==> src/rtl/mult_seq_pkg.sv <==
// Shared constants, state encoding and operand helpers for the sequential multiplier.
package mult_seq_pkg;

  localparam int unsigned WIDTH     = 32;
  localparam int unsigned MUL_STEPS = 32;
  localparam int unsigned CNT_W     = 5;

  typedef enum logic [1:0] {
    StIdle = 2'd0,
    StCalc = 2'd1,
    StFix  = 2'd2
  } mul_state_e;

  // 0x80000000 maps to itself, which is the correct unsigned magnitude of -2^31.
  function automatic logic [WIDTH-1:0] magnitude(input logic [WIDTH-1:0] x,
                                                 input logic             is_signed);
    return (is_signed && x[WIDTH-1]) ? (~x + WIDTH'(1)) : x;
  endfunction

endpackage

==> src/rtl/mult_seq.sv <==
// Radix-2 shift-add 32x32 multiplier for MULT/MULTU with a divider-style start/busy handshake.
// Multiplies magnitudes over 32 steps, then sign-corrects the 64-bit product in one FIX cycle.
module mult_seq
  import mult_seq_pkg::*;
(
  input  logic             i_clk,
  input  logic             i_rst_n,
  input  logic [WIDTH-1:0] i_a,
  input  logic [WIDTH-1:0] i_b,
  input  logic             i_is_signed,
  input  logic             i_start,
  output logic [WIDTH-1:0] o_hi,
  output logic [WIDTH-1:0] o_lo,
  output logic             o_busy,
  output logic             o_done
);

  localparam logic [CNT_W-1:0] LastStep = CNT_W'(MUL_STEPS - 1);

  mul_state_e         r_state;
  logic [CNT_W-1:0]   r_cnt;
  logic [WIDTH-1:0]   r_acc;
  logic [WIDTH-1:0]   r_mplr;
  logic [WIDTH-1:0]   r_mcand;
  logic               r_neg;
  logic [WIDTH-1:0]   r_hi;
  logic [WIDTH-1:0]   r_lo;
  logic               r_busy;
  logic               r_done;

  logic [WIDTH-1:0]   w_addend;
  logic [WIDTH:0]     w_sum;
  logic [2*WIDTH-1:0] w_prod;
  logic [2*WIDTH-1:0] w_prod_fix;

  assign w_addend   = r_mplr[0] ? r_mcand : '0;
  assign w_sum      = {1'b0, r_acc} + {1'b0, w_addend};
  assign w_prod     = {r_acc, r_mplr};
  assign w_prod_fix = r_neg ? (~w_prod + (2*WIDTH)'(1)) : w_prod;

  always_ff @(posedge i_clk or negedge i_rst_n) begin
    if (!i_rst_n) begin
      r_state <= StIdle;
      r_cnt   <= '0;
      r_acc   <= '0;
      r_mplr  <= '0;
      r_mcand <= '0;
      r_neg   <= 1'b0;
      r_hi    <= '0;
      r_lo    <= '0;
      r_busy  <= 1'b0;
      r_done  <= 1'b0;
    end else begin
      unique case (r_state)
        StIdle: begin
          r_done <= 1'b0;
          if (i_start) begin
            r_mcand <= magnitude(i_a, i_is_signed);
            r_mplr  <= magnitude(i_b, i_is_signed);
            r_neg   <= i_is_signed & (i_a[WIDTH-1] ^ i_b[WIDTH-1]);
            r_acc   <= '0;
            r_cnt   <= '0;
            r_busy  <= 1'b1;
            r_state <= StCalc;
          end
        end
        StCalc: begin
          // Carry out of the adder shifts into acc[31] as the 65-bit value moves right.
          {r_acc, r_mplr} <= {w_sum, r_mplr[WIDTH-1:1]};
          r_cnt           <= r_cnt + CNT_W'(1);
          if (r_cnt == LastStep) begin
            r_state <= StFix;
          end
        end
        StFix: begin
          r_hi    <= w_prod_fix[2*WIDTH-1:WIDTH];
          r_lo    <= w_prod_fix[WIDTH-1:0];
          r_done  <= 1'b1;
          r_busy  <= 1'b0;
          r_cnt   <= '0;
          r_state <= StIdle;
        end
        default: begin
          r_busy  <= 1'b0;
          r_done  <= 1'b0;
          r_state <= StIdle;
        end
      endcase
    end
  end

  assign o_hi   = r_hi;
  assign o_lo   = r_lo;
  assign o_busy = r_busy;
  assign o_done = r_done;

endmodule
==> config.mk <==
export PLATFORM = sky130hd
export DESIGN_NAME = mult_seq
export DESIGN_NICKNAME = d
export VERILOG_FILES = /design/src/rtl/mult_seq_pkg.sv /design/src/rtl/mult_seq.sv
export SDC_FILE = /design/constraint.sdc
export NUM_CORES = 1
export LEC_CHECK = 0
export ABC_AREA = 1
export BUFFER_PORTS_ARGS = -buffer_cell sky130_fd_sc_hd__buf_2
export CORE_MARGIN = 2
export CORE_UTILIZATION = 30
export CTS_CLUSTER_SIZE = 24
export DETAILED_ROUTE_END_ITERATION = 8
export PLACE_DENSITY = 0.45
export SYNTH_ARGS = -nofsm -noshare
export SYNTH_HDL_FRONTEND = slang
export SYNTH_SLANG_ARGS = --single-unit
==> constraint.sdc <==
create_clock -name i_clk -period 5.1 [get_ports i_clk]
set_input_delay 0 -clock i_clk [delete_from_list [all_inputs] [get_ports i_clk]]
set_output_delay 0 -clock i_clk [all_outputs]
set_load 0.02 [all_outputs]
# Word level (Yosys, flattened, before mapping)
# Cells that the tools add are included.
# word_totals
input_bits	68
regBits	170
wordCells	52
out_inout_bits	66
# classes
addsub	5
eq_ne	5
n_mux	16
bitwise	6
reduce_logical	10
# op_table
operator	count
32-bit two-way mux	5
32-bit case mux with 2 select lines	2
32-bit by 1-bit adder with 32-bit output (second input constant)	2
64-bit by 1-bit adder with 64-bit output (second input constant)	1
64-bit two-way mux	1
32-bit inverter	2
64-bit inverter	1
32-bit by 32-bit adder with 33-bit output	1
5-bit case mux with 3 select lines	1
2-bit AND reduction	5
5-bit by 1-bit adder with 5-bit output (second input constant)	1
5-bit equality test (second input constant)	1
5-bit two-way mux	1
2-bit two-way mux	2
2-bit != test (second input constant)	2
1-bit case mux with 2 select lines	2
2-bit case mux with 2 select lines	1
3-bit nonzero test	1
2-bit by 1-bit equality test with 1-bit output (second input constant)	1
2-bit equality test (second input constant)	1
1-bit logical AND	2
2-bit logical NOT	1
2-bit nonzero test	1
1-bit AND	1
3 further kinds	3

# Depth between registers and ports, before layout
# depth
depth_word	5
mapped_depth	18

# Worst setup path before layout
# No wires, ideal clock.
# synth_timing
path_type	register to register
from	register r_mplr[0]
to	register r_acc[28]
period_less_slack_ns	2.102
arrival_ns	1.984
path_buffers	2
stages_incl_launch_ff	15
required_ns	4.982
slack_ns	2.998
path_cell_list	dfrtp_1 buf_6 clkbuf_1 nand2_1 inv_1 ha_1 or2_2 nand2_1 o21ai_0 nand2_1 nand2_1 nand2_1 nand3_1 nand3_1 nand2_1
# synth_between
elab_chain_len	3
# synth_lines
item	line	source
from (decl)	mult_seq.sv:23	logic [WIDTH-1:0] r_mplr;
from (signal assigned)	mult_seq.sv:59	r_mplr <= magnitude(i_b, i_is_signed);
from (signal assigned)	mult_seq.sv:69	{r_acc, r_mplr} <= {w_sum, r_mplr[WIDTH-1:1]};
32-bit two-way mux	mult_seq.sv:36	assign w_addend = r_mplr[0] ? r_mcand : '0;
32-bit by 32-bit adder with 33-bit output	mult_seq.sv:37	assign w_sum = {1'b0, r_acc} + {1'b0, w_addend};
32-bit case mux with 2 select lines	mult_seq.sv:54	unique case (r_state)
to (signal assigned)	mult_seq.sv:69	
to (decl)	mult_seq.sv:22	logic [WIDTH-1:0] r_acc;
# Every way passes these cells.
# A chain may end at the register's enable or synchronous reset.

# Worst setup path after layout
# layout_timing
from	register r_mplr[0]
to	register r_acc[29]
# The elaborated chain is that of the path after synthesis.

==> impl_metrics.toml <==
[critical_path]
worst-path-buf-inv = 3
crit_cells = 17
arrival_ns = 3.49
crit_end = "r_acc[29]"
cp_max_fo = 34
cpMostUsedCell = "nand2_1"
crit_path_start = "r_mplr[0]"
cpLargestDelayFamily = "flip-flops"
rr_startpoint = "r_mplr[0]"
rrSetupSlack_ns = 1.97
crit_chain = "nand2_1, inv_1, ha_1, inv_1, fa_1, inv_1, nand3_1, nand3_1, nand2_1, nand2_1, nand2_1, nand2_1, nand2_1, nand2_1, nand2_1, nand3_1, nand2_1"
r2r_end = "r_acc[29]"
start_kind = "register"
critical_path.max_stage_delay_ns = 1.08
end_kind = "register"
r2r_cells = 17
worst_path_max_delay_cell = "dfrtp_1"
worstSetupPathType = "reg2reg"
required_ns = 5.46

[power]
leakage_uw = 0.00790
ir_worst_vdd_mv = 0.220
p_switching_uw = 4600
p_int_uw = 4180
p_sw_share_pct = 52.4
power_frac_seq_pct = 30.2
p_clk_share_pct = 16.6
share_comb_of_total_power_pct = 53.2
finalPower_uw = 8780
powerDensity_mw_per_mm2 = 575

[place]
port_buffers = 133
preCtsSetupSlack_ns = 1.93
post-place-cells = 2633
place_congestion = 0.866
dp_hpwl_um = 35400

[cells_and_area]
layout.cells.non_filler = 2731
layout-drive-gt1-share_pct = 9.67
diodes = 0
area_growth_pct = 19.6
nets = 2285

[drt]
drt_iter0_drc = 850
wl_per_cell_um = 16.6
via_per_inst = 4.75
first_pass_iters = 5
drtAntennaViolNets = 0
drc = 0
drt-total-wl_um = 45200
dr_total_vias = 13000

[cts]
postCtsResizedCells = 0
postCtsHoldBufs = 66
cts_buffers = 17
htree_num_levels = 4
clock-sinks = 170
clk_latency_ns = 0.48
cts_tree = "done"
clockRootBuffer = "clkbuf_16"
clk_pin_slew_worst_paths_ns = 0.09
cts_max_path_buffers = 2
post-cts-setup-buffer-count = 0

[synthesis]
synth_edf_count = 0
ys_seq_area_share_pct = 33.3
synthesis.instances = 2008
ys_ff_latch = 170
synth_nets = 2114
synth_area_leaders = "dfrtp_1 33%, nand2_1 21%, inv_1 7.0%"
synthFlopType = "dfrtp_1"
synth_area_leader_cell = "dfrtp_1"
synth_commonest_cells = "719 x nand2_1, 238 x inv_1, 229 x nor2_1"
synth_most_common_cell = "nand2_1"
synth_top_area_share_pct = 33.3
ys_warn_count = 0
ys_async_sr_fraction_pct = 100
syn_avg_cell_area_sq_um = 6.35
syn_area_sq_mm = 0.0128
synth_cell_type_count = 47

[grt]
grt_pass1_wl_um = 70900
grt_pass1_vias = 12500
grtUsageTotal_pct = 20.9
antenna_found_initial = 0
globalRoute.totalOverflow = 0
grt_max_degree = 94

[floorplanning]
die_y_um = 210
die_area_sq_mm = 0.0442
rows = 75
ios = 134
core_sq_mm = 0.0419
initial_core_util_pct = 30.4
dieWidth_um = 210

[job]
maxCapViolCount = 0

[outcome]
status = "finished, final reports clean"

[sta]
fmax_mhz = 319
finalClockSkew_ns = 0.0169
finalSetupViolations = 0
finalCritPeriodShare_pct = 61.4
slew_headroom_pct = 25.8
finalMaxSlewViolations = 0
tns_ns = 0
tightest_slew_ns = 1.11
hold_viol = 0
min_period_ns = 3.13
timing.final.ws_setup_ns = 1.97
hold_ws_ns = 0.0494
rsz0062_at_grt = "no"

[hold_path]
hp-class = "in2reg"
## sequential cells by signal, indices dropped and copies added (netlist names)
signal and count:
r_acc 32, r_cnt 5, o_done 1, r_mplr 32
r_state 2, r_neg 1, o_hi 32, o_busy 1
r_mcand 32, o_lo 32
## stage by stage
stage	area, sq um	utilization (%)
2_1_floorplan	12800	-
3_3_place_gp	13900	33.3
3_5_place_dp	13900	33.3
4_1_cts	15300	36.4
5_1_grt	15300	36.4
6_report	15300	36.4
## worst min-delay path by stage
stage | start | depth (start not counted) | to
after floorplan | i_rst_n | 0 | o_busy
after global placement | i_rst_n | 1 | r_state[0]
after detailed placement | i_rst_n | 1 | r_state[1]
after CTS | i_b[12] | 4 | r_mplr[12]
after global routing | i_b[12] | 4 | r_mplr[12]
final | i_b[12] | 4 | r_mplr[12]
## cell usage in the layout, fill, tap and decap left out, types with 5 or more instances in the layout
cell / n
nor3_1: 16
dfrtp_1: 169
a22oi_1: 26
buf_2: 132
xor2_1: 44
ha_1: 37
clkinv_8: 5
xnor2_1: 15
a31oi_1: 6
o22ai_1: 6
nand2_1: 719
nand3b_1: 5
nand3_1: 164
nor2_2: 5
clkbuf_16: 17
inv_8: 6
buf_4: 6
inv_1: 238
nand4_1: 34
o21ai_0: 129
nor2_4: 6
inv_2: 8
nor2_1: 229
dlygate4sd3_1: 66
a21oi_1: 44
o21ai_1: 6
nand2_2: 5
## layout make-up
class                      count  area (sq um)
fill                        4542         26700
multi-input combinational   1537          7350
sequential                   170          4260
timing repair buffer         206          1400
inverter                     247           927
tap                          539           674
clock buffer                  17           425
clock inverter                15           226
## kinds of logic (layout without fill, tap and decap cells)
logic type                 Yosys count  after routing  synth area share [%]
and+or+nand+nor                   1201           1201                  38.9
xor gates and xnor gates            59             59                  4.05
adders and majority gates           38             38                  3.79
AOI/OAI and AO/OA                  239            239                  10.8
buffers and inverters              301            485                  9.17
DFF                                170            170                  33.3
## per-layer routing
| metal | GRT usage (%) | up-vias | share of wire, % |
|---|---|---|---|
| met3 | 2.40 | 47 | 3.5 |
| met1 | 30.9 | 5929 | 51 |
| li1 | - | 6754 | - |
| met2 | 31.6 | 251 | 43 |
| met4 | 6.68 | 0 | 2.4 |
| met5 | 0 | - | 0 |
## tightest hold or removal path, cell delays in order
cell     delay (ns)
buf_2          0.11
inv_1          0.09
xor2_1         0.14
o21ai_0        0.15
## power by group through the flow
| stage | logic [uW] | registers [uW] | clock network, uW |
|---|---|---|---|
| global placement | 4600 | 2650 | 0 |
| finish | 4670 | 2650 | 1460 |
| CTS | 4690 | 2630 | 1490 |
| floorplan | 3410 | 2310 | 0 |
| detailed placement | 4630 | 2650 | 0 |
| global route | 5360 | 2720 | 1540 |
Note: power is estimated with default switching activity, not from simulation.
